==> src/rtl/pwm_breathe_sequencer_if.sv <==
// Control/status and PWM-channel bundle between the register logic, the breathe
// sequencer and the PWM instance it drives.
interface pwm_breathe_sequencer_if #(
  parameter int N          = 8,
  parameter int PRESCALE_W = 16,
  parameter int HOLD_W     = 8,
  parameter int CYCLE_W    = 8
);
  logic                  start;
  logic                  stop;
  logic [PRESCALE_W-1:0] prescale;
  logic [N-1:0]          duty_min;
  logic [N-1:0]          duty_max;
  logic [HOLD_W-1:0]     hold_periods;
  logic [CYCLE_W-1:0]    cycles;
  logic                  pwm_step;
  logic                  pwm_ena;
  logic [N-1:0]          pwm_duty;
  logic                  pwm_sync;
  logic                  busy;
  logic                  done;

  modport master (
    output start, stop, prescale, duty_min, duty_max, hold_periods, cycles,
    input  pwm_step, pwm_ena, pwm_duty, pwm_sync, busy, done
  );

  modport slave (
    input  start, stop, prescale, duty_min, duty_max, hold_periods, cycles,
    output pwm_step, pwm_ena, pwm_duty, pwm_sync, busy, done
  );
endinterface

==> src/rtl/pwm_breathe_sequencer.sv <==
// Sequences one PWM channel through a min->max->min "breathing" fade, one LSB per
// PWM period, with programmable end holds and a finite or endless cycle count.
module pwm_breathe_sequencer #(
  parameter int N          = 8,
  parameter int PRESCALE_W = 16,
  parameter int HOLD_W     = 8,
  parameter int CYCLE_W    = 8
) (
  input logic                    clk,
  input logic                    rst_n,
  pwm_breathe_sequencer_if.slave bus
);
  typedef enum logic [2:0] {
    ST_IDLE    = 3'd0,
    ST_SYNC    = 3'd1,
    ST_UP      = 3'd2,
    ST_HOLD_HI = 3'd3,
    ST_DOWN    = 3'd4,
    ST_HOLD_LO = 3'd5
  } state_t;

  state_t                state_r, state_s;
  logic [PRESCALE_W-1:0] prescale_r, prescale_s, psc_cnt_r, psc_cnt_s;
  logic [N-1:0]          min_r, min_s, max_r, max_s, duty_r, duty_s, per_cnt_r, per_cnt_s;
  logic [HOLD_W-1:0]     hold_r, hold_s, hold_cnt_r, hold_cnt_s;
  logic [CYCLE_W-1:0]    cycles_r, cycles_s, cyc_cnt_r, cyc_cnt_s, cyc_inc_s;
  logic                  step_r, step_s, ena_r, ena_s, sync_r, sync_s;
  logic                  busy_r, busy_s, done_r, done_s;
  logic                  per_end_s, stop_s, finish_s, run_s, run_now_s;

  assign per_end_s = step_r && (per_cnt_r == {N{1'b1}});
  assign stop_s    = bus.stop && (state_r != ST_IDLE);
  assign cyc_inc_s = cyc_cnt_r + CYCLE_W'(1);

  // Next-state, latched configuration and duty ramp.
  always_comb begin
    state_s    = state_r;
    prescale_s = prescale_r;
    min_s      = min_r;
    max_s      = max_r;
    hold_s     = hold_r;
    cycles_s   = cycles_r;
    duty_s     = duty_r;
    ena_s      = ena_r;
    hold_cnt_s = hold_cnt_r;
    cyc_cnt_s  = cyc_cnt_r;
    sync_s     = 1'b0;
    finish_s   = 1'b0;
    case (state_r)
      ST_IDLE: begin
        if (bus.start && !bus.stop) begin
          state_s    = ST_SYNC;
          prescale_s = bus.prescale;
          min_s      = bus.duty_min;
          max_s      = (bus.duty_min > bus.duty_max) ? bus.duty_min : bus.duty_max;
          hold_s     = bus.hold_periods;
          cycles_s   = bus.cycles;
          duty_s     = bus.duty_min;
          ena_s      = 1'b1;
          sync_s     = 1'b1;
        end else begin
          state_s = ST_IDLE;
        end
      end
      ST_SYNC: begin
        state_s = ST_UP;
      end
      ST_UP: begin
        if (per_end_s && (duty_r == max_r)) begin
          state_s    = ST_HOLD_HI;
          hold_cnt_s = {HOLD_W{1'b0}};
        end else if (per_end_s) begin
          duty_s = duty_r + N'(1);
        end else begin
          duty_s = duty_r;
        end
      end
      ST_HOLD_HI: begin
        // Leaving a hold takes the first ramp step at once, so the end value is
        // seen only in the ramp's last period and the hold periods.
        if (per_end_s && (hold_cnt_r == hold_r)) begin
          state_s    = ST_DOWN;
          hold_cnt_s = {HOLD_W{1'b0}};
          duty_s     = (duty_r > min_r) ? (duty_r - N'(1)) : duty_r;
        end else if (per_end_s) begin
          hold_cnt_s = hold_cnt_r + HOLD_W'(1);
        end else begin
          hold_cnt_s = hold_cnt_r;
        end
      end
      ST_DOWN: begin
        if (per_end_s && (duty_r == min_r)) begin
          state_s    = ST_HOLD_LO;
          hold_cnt_s = {HOLD_W{1'b0}};
        end else if (per_end_s) begin
          duty_s = duty_r - N'(1);
        end else begin
          duty_s = duty_r;
        end
      end
      ST_HOLD_LO: begin
        if (per_end_s && (hold_cnt_r == hold_r)) begin
          cyc_cnt_s  = cyc_inc_s;
          hold_cnt_s = {HOLD_W{1'b0}};
          if ((cycles_r != {CYCLE_W{1'b0}}) && (cyc_inc_s == cycles_r)) begin
            finish_s = 1'b1;
          end else begin
            state_s = ST_UP;
            duty_s  = (duty_r < max_r) ? (duty_r + N'(1)) : duty_r;
          end
        end else if (per_end_s) begin
          hold_cnt_s = hold_cnt_r + HOLD_W'(1);
        end else begin
          hold_cnt_s = hold_cnt_r;
        end
      end
      default: begin
        state_s = ST_IDLE;
      end
    endcase
    done_s = finish_s && !stop_s;
    if (stop_s || finish_s) begin
      state_s    = ST_IDLE;
      duty_s     = {N{1'b0}};
      ena_s      = 1'b0;
      hold_cnt_s = {HOLD_W{1'b0}};
      cyc_cnt_s  = {CYCLE_W{1'b0}};
    end else begin
      sync_s = sync_s;
    end
    busy_s = (state_s != ST_IDLE);
  end

  // Prescaler and period tracker; both sit at 0 outside the ramp/hold states.
  always_comb begin
    run_now_s = (state_r == ST_UP) || (state_r == ST_HOLD_HI) ||
                (state_r == ST_DOWN) || (state_r == ST_HOLD_LO);
    run_s     = (state_s == ST_UP) || (state_s == ST_HOLD_HI) ||
                (state_s == ST_DOWN) || (state_s == ST_HOLD_LO);
    psc_cnt_s = {PRESCALE_W{1'b0}};
    per_cnt_s = {N{1'b0}};
    if (run_s && run_now_s) begin
      psc_cnt_s = step_r ? {PRESCALE_W{1'b0}} : (psc_cnt_r + PRESCALE_W'(1));
      per_cnt_s = step_r ? (per_cnt_r + N'(1)) : per_cnt_r;
    end else begin
      psc_cnt_s = {PRESCALE_W{1'b0}};
    end
    step_s = run_s && (psc_cnt_s == prescale_s);
  end

  // State, configuration, counters and all outputs.
  always_ff @(posedge clk or negedge rst_n) begin
    if (!rst_n) begin
      state_r    <= ST_IDLE;
      prescale_r <= {PRESCALE_W{1'b0}};
      psc_cnt_r  <= {PRESCALE_W{1'b0}};
      min_r      <= {N{1'b0}};
      max_r      <= {N{1'b0}};
      duty_r     <= {N{1'b0}};
      per_cnt_r  <= {N{1'b0}};
      hold_r     <= {HOLD_W{1'b0}};
      hold_cnt_r <= {HOLD_W{1'b0}};
      cycles_r   <= {CYCLE_W{1'b0}};
      cyc_cnt_r  <= {CYCLE_W{1'b0}};
      step_r     <= 1'b0;
      ena_r      <= 1'b0;
      sync_r     <= 1'b0;
      busy_r     <= 1'b0;
      done_r     <= 1'b0;
    end else begin
      state_r    <= state_s;
      prescale_r <= prescale_s;
      psc_cnt_r  <= psc_cnt_s;
      min_r      <= min_s;
      max_r      <= max_s;
      duty_r     <= duty_s;
      per_cnt_r  <= per_cnt_s;
      hold_r     <= hold_s;
      hold_cnt_r <= hold_cnt_s;
      cycles_r   <= cycles_s;
      cyc_cnt_r  <= cyc_cnt_s;
      step_r     <= step_s;
      ena_r      <= ena_s;
      sync_r     <= sync_s;
      busy_r     <= busy_s;
      done_r     <= done_s;
    end
  end

  assign bus.pwm_step = step_r;
  assign bus.pwm_ena  = ena_r;
  assign bus.pwm_duty = duty_r;
  assign bus.pwm_sync = sync_r;
  assign bus.busy     = busy_r;
  assign bus.done     = done_r;
endmodule

==> src/flat_wrapper.sv <==
// flat-port wrapper written by rule: the top's interface ports become plain ports
module pwm_breathe_sequencer_flat 
#(
  parameter int N          = 8,
  parameter int PRESCALE_W = 16,
  parameter int HOLD_W     = 8,
  parameter int CYCLE_W    = 8
)
  (clk, rst_n, bus_start, bus_stop, bus_prescale, bus_duty_min, bus_duty_max, bus_hold_periods, bus_cycles, bus_pwm_step, bus_pwm_ena, bus_pwm_duty, bus_pwm_sync, bus_busy, bus_done);
  pwm_breathe_sequencer_if #(.N(N), .PRESCALE_W(PRESCALE_W), .HOLD_W(HOLD_W), .CYCLE_W(CYCLE_W)) bus_i ();
  input logic clk;
  input logic rst_n;
  input wire logic [$bits(bus_i.start)-1:0] bus_start;
  input wire logic [$bits(bus_i.stop)-1:0] bus_stop;
  input wire logic [$bits(bus_i.prescale)-1:0] bus_prescale;
  input wire logic [$bits(bus_i.duty_min)-1:0] bus_duty_min;
  input wire logic [$bits(bus_i.duty_max)-1:0] bus_duty_max;
  input wire logic [$bits(bus_i.hold_periods)-1:0] bus_hold_periods;
  input wire logic [$bits(bus_i.cycles)-1:0] bus_cycles;
  output wire logic [$bits(bus_i.pwm_step)-1:0] bus_pwm_step;
  output wire logic [$bits(bus_i.pwm_ena)-1:0] bus_pwm_ena;
  output wire logic [$bits(bus_i.pwm_duty)-1:0] bus_pwm_duty;
  output wire logic [$bits(bus_i.pwm_sync)-1:0] bus_pwm_sync;
  output wire logic [$bits(bus_i.busy)-1:0] bus_busy;
  output wire logic [$bits(bus_i.done)-1:0] bus_done;
  assign bus_i.start = bus_start;
  assign bus_i.stop = bus_stop;
  assign bus_i.prescale = bus_prescale;
  assign bus_i.duty_min = bus_duty_min;
  assign bus_i.duty_max = bus_duty_max;
  assign bus_i.hold_periods = bus_hold_periods;
  assign bus_i.cycles = bus_cycles;
  assign bus_pwm_step = bus_i.pwm_step;
  assign bus_pwm_ena = bus_i.pwm_ena;
  assign bus_pwm_duty = bus_i.pwm_duty;
  assign bus_pwm_sync = bus_i.pwm_sync;
  assign bus_busy = bus_i.busy;
  assign bus_done = bus_i.done;
  pwm_breathe_sequencer #(.N(N), .PRESCALE_W(PRESCALE_W), .HOLD_W(HOLD_W), .CYCLE_W(CYCLE_W)) u_core (.clk(clk), .rst_n(rst_n), .bus(bus_i));
endmodule
==> config.mk <==
export PLATFORM = sky130hd
export DESIGN_NAME = pwm_breathe_sequencer_flat
export DESIGN_NICKNAME = d
export VERILOG_FILES = /design/src/rtl/pwm_breathe_sequencer_if.sv /design/src/rtl/pwm_breathe_sequencer.sv /design/src/flat_wrapper.sv
export SDC_FILE = /design/constraint.sdc
export NUM_CORES = 1
export LEC_CHECK = 0
export ABC_CLOCK_PERIOD_IN_PS = 7900
export CAP_MARGIN = 10
export CORE_UTILIZATION = 35
export CTS_CLUSTER_SIZE = 40
export DETAILED_ROUTE_END_ITERATION = 8
export PLACE_DENSITY = 0.63
export REMOVE_ABC_BUFFERS = 1
export SETUP_SLACK_MARGIN = 0.5
export SLEW_MARGIN = 20
export SYNTH_ARGS = -nofsm -noshare
export SYNTH_HDL_FRONTEND = slang
export SYNTH_SLANG_ARGS = --single-unit
==> constraint.sdc <==
create_clock -name clk -period 7.9 [get_ports clk]
set_input_delay 1.185 -clock clk [delete_from_list [all_inputs] [get_ports clk]]
set_output_delay 1.185 -clock clk [all_outputs]
set_load 0.05 [all_outputs]
==> results of run 1 <==
placed cells by master, fill, tap and decap left out, types with 8 or more instances in the layout:
cell type        synthesis  final
clkbuf_16                0      9
xor2_1                  32     32
and2_1                   9      9
dfrtp_1                104    104
clkdlybuf4s50_1          0     63
xnor2_1                 20     19
nor2_1                  59     59
inv_1                   38     38
ha_1                    34     34
o21a_1                  10     10
nor3_1                  24     24
nand2_1                 96     96
a21oi_1                 39     39
a31oi_1                  9      9
nand3_1                 31     31
nand4_1                 25     25
nor4_1                   8      8
a211oi_1                 9      9
and3_1                  11     11
o21ai_0                 37     37
flip-flops by register name, indices dropped and copies added, names as in the netlist:
name and flops:
u_core.bus.busy 1, u_core.bus.done 1, u_core.min_r 8, u_core.cyc_cnt_r 8, u_core.bus.pwm_sync 1, u_core.state_r 3
u_core.max_r 8, u_core.bus.pwm_step 1, u_core.prescale_r 16, u_core.bus.pwm_ena 1, u_core.bus.pwm_duty 8, u_core.hold_r 8
u_core.psc_cnt_r 16, u_core.hold_cnt_r 8, u_core.per_cnt_r 8, u_core.cycles_r 8
routing by layer:
metal	up-vias	global-route usage, %	share of wire (%)	wire length, um
met3	21	3.753	4.0	633
met2	112	29.23	47	7407
met1	2602	24.20	48	7585
met4	0	5.012	1.5	244
li1	2700	-	-	-
met5	-	0	0	0
worst max path at each step:
| stage | from | endpoint | cells past startpoint |
|---|---|---|---|
| 6_report | bus_stop | u_core.bus.pwm_duty[4] | 10 |
| 5_1_grt | bus_stop | u_core.bus.pwm_duty[5] | 10 |
| 4_1_cts | bus_stop | u_core.bus.pwm_duty[4] | 10 |
| 3_5_place_dp | bus_stop | u_core.bus.pwm_duty[4] | 10 |
| 3_3_place_gp | bus_stop | u_core.bus.pwm_duty[4] | 10 |
| 2_1_floorplan | bus_start | u_core.bus.pwm_duty[7] | 8 |
final cells by class:
cell class	count	area (um^2)	share of cell area (%)
multi-input cells	559	3571	47.01
flip-flops and latches	104	2603	34.26
repair buffers	68	668.1	8.796
well taps	229	286.5	3.772
clock buffers	11	242.7	3.196
inverters	39	146.4	1.927
clock inverters	5	78.83	1.038
metrics by stage:
step                std cells  setup slack (ps)  power [mW]
floorplan                 702              3729       1.132
global placement          999              3821       1.331
detailed placement        999              3732       1.345
CTS                      1015              4105       1.838
global route             1015              3809       1.943
finish                   1015              4089       1.824
kinds of logic (layout without fill, tap and decap cells):
group | after synthesis | in the layout | synth area share [%]
buffers and inverters | 67 | 123 | 4.403
adders and majority gates | 35 | 35 | 6.906
DFF | 104 | 104 | 40.35
muxes | 11 | 11 | 1.823
and+or+nand+nor | 311 | 311 | 24.50
xor gates and xnor gates | 52 | 52 | 7.061
AOI/OAI and AO/OA | 150 | 150 | 14.96
power by group:
| part | leakage (nW) | internal [mW] | switching (mW) |
|---|---|---|---|
| sequential | 1.35 | 0.614 | 0.0762 |
| combinational | 1.87 | 0.268 | 0.377 |
| clock | 0.160 | 0.287 | 0.202 |
| total | 3.37 | 1.17 | 0.656 |
critical path, delay by kind of cell:
family                 cells  cell delay (ps)
AOI/OAI and AO/OA          3              810
and+or+nand+nor            4              880
buffers and inverters      3             1140
==> results.json, run 1 <==
{
  "cts.path.max_buffers": 2,
  "slowest_delay_ps": 610,
  "num-fill-cells": 1811,
  "cts.clk_slew.worst_paths_ps": 70,
  "timing.critical_path.required_ps": 8110,
  "worst_hold_startpoint": "u_core.min_r[0]",
  "placed_area_um2": 7274,
  "routedWlPerCell_um": 15.64,
  "fp.dieArea_um2": 18980,
  "flow.area_growth_from_synthesis_pct": 17.77,
  "timing.final.crit_period_ps": 3811,
  "cts.repair_timing.setup_buffer_count": 0,
  "detail_route.iter0.violations": 402,
  "async_reset_ff_share_pct": 100.0,
  "timing.critical_path.to_type": "register",
  "setup_repair_after_global_routing_missed_its_margin": "no",
  "synth.most_common_cell": "dfrtp_1",
  "worst-endpoint-arrival_ps": 4020,
  "syn-cell-area_um2": 6450,
  "tns_ps": 0,
  "number_of_flops_mapped_to_enable_cells_by_yosys": 0,
  "synth.largest_area_cell": "dfrtp_1",
  "postRouteAntennaNets": 0,
  "cp_cell_sequence": "clkdlybuf4s50_1, nor2b_2, nand2_1, clkinv_1, buf_4, a2111oi_0, a211o_1, or3_1, a2111oi_0, nor3_1",
  "cell_area_power_density_nw_per_um2": 240.1,
  "crit_top_cell": "a2111oi_0",
  "drive_gt1_share_pct": 6.361,
  "drt_wl_total_mm": 15.87,
  "yosys_most_used_dff": "dfrtp_1",
  "drcViolationCount": 0,
  "clk-insertion-delay-late_ps": 360,
  "worst_reg2reg_endpoint": "u_core.bus.pwm_duty[6]",
  "status": "completed",
  "slowest_library_cell_on_the_worst_path": "clkdlybuf4s50_1",
  "syn-instance-count": 730,
  "max_freq_mhz": 262.4,
  "insertedDiodeCount": 0,
  "htreeDepth": 3,
  "initial_core_util_pct": 35.78,
  "synth-seq-cells": 104,
  "detail_route.vias_per_cell": 5.355,
  "finalWeightedCongestion": 0.8301,
  "floorplan.rows": 49,
  "layout.cell_area.non_filler_um2": 7596,
  "fin_crit_sh_pct": 48.24,
  "ir_drop_worst_vdd_v": 0.00009765,
  "setup.reg_to_reg.worst_slack_ps": 4410,
  "report.final.slew_viol_count": 0,
  "worstSetupPathType": "in -> reg",
  "numPortBuffers": 64,
  "grt_max_degree": 76,
  "overall_global_routing_usage_pct": 18.03,
  "worst_hold_margin_ps": 482.3,
  "floorplan.die.height_um": 137.8,
  "core_area_um2": 18020,
  "yosysWarnings": 0,
  "dr_total_vias": 5435,
  "yosys-top-cells-count": "104 x dfrtp_1, 96 x nand2_1, 59 x nor2_1, 39 x a21oi_1, 38 x inv_1",
  "worstReg2RegStart": "u_core.state_r[1]",
  "vias_in_the_first_global_route": 5252,
  "worstHoldEndpoint": "u_core.min_r[0]",
  "wire_length_of_the_first_global_routing_pass_mm": 26.43,
  "fin_util_pct": 42.14,
  "drt_pre_antenna_iters": 5,
  "holdCritPathClass": "reg -> reg",
  "cts-hold-fix-buffers": 0,
  "finClkSkew_ps": 7.727,
  "worstHoldPathCells": 2,
  "dp_hpwl_mm": 11.45,
  "io_pins": 65,
  "floorplan.die.width_um": 137.8,
  "ys_top_cells_by_area": "dfrtp_1 40%, ha_1 6.6%, nand2_1 5.6%, xor2_1 4.3%, nor2_1 3.4%",
  "final-hold-violation-count": 0,
  "critPathMaxFanout": 53,
  "max_slew.worst_pin.slew_ps": 955.0,
  "antenna_found_initial": 0,
  "yosysTopAreaCellShare_pct": 40.35,
  "setup_violations": 0,
  "cts_tree": "built",
  "globalRoute.totalOverflow": 0,
  "p_leak_nw": 3.373,
  "numCtsBuffers": 9,
  "maxCapViolCount": 0,
  "worstRegToRegCells": 11,
  "cts.repair.resized": 0,
  "max-slew-margin-rel_pct": 36.33,
  "seq_area_frac_synth_pct": 40.35,
  "clk_tree_root_cell": "clkbuf_16",
  "synth_area_per_cell_um2": 8.836,
  "layout_nets": 868,
  "clock_sink_count": 104,
  "yosys.cell_types.count": 75,
  "worst_setup_path_start_kind": "primary input"
}
(Power assumes the default switching activity.)
==> run 2, diff against run 1 <==
--- a/config.mk
+++ b/config.mk
@@ -5,12 +5,12 @@
 export SDC_FILE = /design/constraint.sdc
 export NUM_CORES = 1
 export LEC_CHECK = 0
-export ABC_CLOCK_PERIOD_IN_PS = 7900
+export ABC_CLOCK_PERIOD_IN_PS = 3400
 export CAP_MARGIN = 10
 export CORE_UTILIZATION = 35
 export CTS_CLUSTER_SIZE = 40
 export DETAILED_ROUTE_END_ITERATION = 8
-export PLACE_DENSITY = 0.63
+export PLACE_DENSITY = 0.65
 export REMOVE_ABC_BUFFERS = 1
 export SETUP_SLACK_MARGIN = 0.5
 export SLEW_MARGIN = 20
==> constraint.sdc (replaced) <==
create_clock -name clk -period 3.4 [get_ports clk]
set_input_delay 0.51 -clock clk [delete_from_list [all_inputs] [get_ports clk]]
set_output_delay 0.51 -clock clk [all_outputs]
set_load 0.05 [all_outputs]
==> results.json, run 2 (synthesis results as in run 1) <==
{
  "numPortBuffers": 64,
  "timing.final.crit_period_ps": 2769,
  "layout.cell_area.non_filler_um2": 7766,
  "preCtsSetupSlack_ps": 356.3,
  "layout_nets": 889,
  "floorplan.die.width_um": 137.8,
  "timing.critical_path.required_ps": 3670,
  "finClkSkew_ps": 14.59,
  "ir_drop_worst_vdd_v": 0.0003208,
  "worstReg2RegStart": "u_core.state_r[2]",
  "report.final.slew_viol_count": 0,
  "max_freq_mhz": 361.1,
  "most-common-layout-cells": "101 x dfrtp_1, 95 x nand2_1, 63 x clkdlybuf4s50_1",
  "max-slew-margin-rel_pct": 56.70,
  "met3_length_um": 653,
  "worstSetupStartpoint": "u_core.state_r[2]",
  "drive_gt1_share_pct": 10.04,
  "wirelength_met1_mm": 7.740,
  "max_slew.worst_pin.slew_ps": 649.5,
  "core_area_um2": 18020,
  "dr_total_vias": 5520,
  "status": "completed",
  "cell_area_power_density_nw_per_um2": 537.9,
  "p_leak_nw": 3.472,
  "numCtsBuffers": 9,
  "drt_wl_total_mm": 15.92,
  "clock_sink_count": 104,
  "worst_hold_margin_ps": 176.4,
  "detail_route.iter0.violations": 255,
  "worst_setup_path_start_kind": "register",
  "routedWlPerCell_um": 15.37,
  "detail_route.vias_per_cell": 5.328,
  "layout_commonest_cell": "dfrtp_1",
  "drcViolationCount": 0,
  "clk_tree_root_cell": "clkbuf_16",
  "htreeDepth": 3,
  "dp_hpwl_mm": 11.56,
  "overall_global_routing_usage_pct": 17.81,
  "timing.critical_path.to_type": "register",
  "initial_core_util_pct": 35.78,
  "worstSetupPathType": "reg -> reg",
  "floorplan.die.height_um": 137.8,
  "fp.dieArea_um2": 18980,
  "flow.area_growth_from_synthesis_pct": 20.41,
  "cts.clk_slew.worst_paths_ps": 80,
  "setup_repair_after_global_routing_missed_its_margin": "yes",
  "globalRoute.totalOverflow": 0,
  "floorplan.rows": 49,
  "wire_length_of_the_first_global_routing_pass_mm": 26.14,
  "vias_in_the_first_global_route": 5140,
  "critPathMaxFanout": 8,
  "antenna_found_initial": 0,
  "finalWeightedCongestion": 0.8431,
  "insertedDiodeCount": 0,
  "maxCapViolCount": 0,
  "total_power_mw": 4.178,
  "holdCritPathClass": "in -> async",
  "cts.path.max_buffers": 2,
  "worst-endpoint-arrival_ps": 3040,
  "routed_met2_length_mm": 7.280,
  "final-hold-violation-count": 0,
  "cts-hold-fix-buffers": 0,
  "top_signal_layer_used": "met4",
  "drt_pre_antenna_iters": 5,
  "postRouteAntennaNets": 0,
  "setup.reg_to_reg.worst_slack_ps": 630,
  "cts_tree": "built",
  "layout_top_registers": "u_core.prescale_r (16), u_core.psc_cnt_r (16)",
  "io_pins": 65,
  "placed_area_um2": 7355,
  "setup_violations": 0,
  "post-route-worst-setup-slack_ps": 630.7,
  "fin_crit_sh_pct": 81.45,
  "clk-insertion-delay-late_ps": 360,
  "grt_max_degree": 57
}
[run 2: cell types whose count changed in the layout (fill, tap and decap cells not counted), sizes merged]
cell / change
bufinv: -2
clkbuf: -1
clkinvlp: +1
inv: +1
buf: +21
clkinv: +1
[run 2: report_power, final]
group	internal, mW	switching [mW]
logic	0.666	0.908
registers	1.43	0.164
clock network	0.526	0.487
[run 2: layout make-up]
| class | count | area [um^2] |
|---|---|---|
| fill | 1798 | 10260 |
| clock inverter | 6 | 51.30 |
| inverter | 39 | 146.4 |
| tap | 229 | 286.5 |
| timing repair buffer | 89 | 838.3 |
| multi-input combinational | 559 | 3598 |
| sequential | 104 | 2606 |
| clock buffer | 10 | 239.0 |
[run 2: final timing paths]
path | cells after the start | endpoint
max in group asynchronous | 2 | u_core.state_r[1]
max reg2reg | 12 | u_core.bus.pwm_duty[6]
min in group clk | 2 | u_core.min_r[0]
max | 12 | u_core.bus.pwm_duty[6]
min reg2reg | 2 | u_core.min_r[0]
min | 1 | u_core.hold_r[4]
[run 2: layer usage]
layer,GRT usage (%),up-vias
met1,24.91,2623
met3,3.569,18
met5,0,-
met4,4.831,0
li1,-,2744
met2,27.83,135
[run 2: critical path, stage by stage, from the launching register on]
cell	delay, ps
dfrtp_2	450
and3b_2	270
a21oi_1	150
buf_4	180
inv_1	90
fa_1	410
nor2b_2	130
o21ai_0	100
a21oi_1	220
o21a_1	160
nor3_1	50
o31a_1	240
a211oi_1	220
[run 2: repair_timing]
action | 4_1_cts | 5_1_grt
gates resized for setup | 4 | 7
setup endpoints to repair | 4 | 29
buffers inserted | 0 | 12
gates cloned | 0 | 0
pin swaps | 0 | 3
[run 2: metrics by stage]
stage / instances / utilization [%] / setup TNS (ps)
floorplan: 702 / - / -535.9
global placement: 1008 / 40.80 / 0
detailed placement: 1008 / 40.80 / 0
CTS: 1024 / 42.45 / 0
global route: 1036 / 43.09 / 0
finish: 1036 / 43.09 / 0
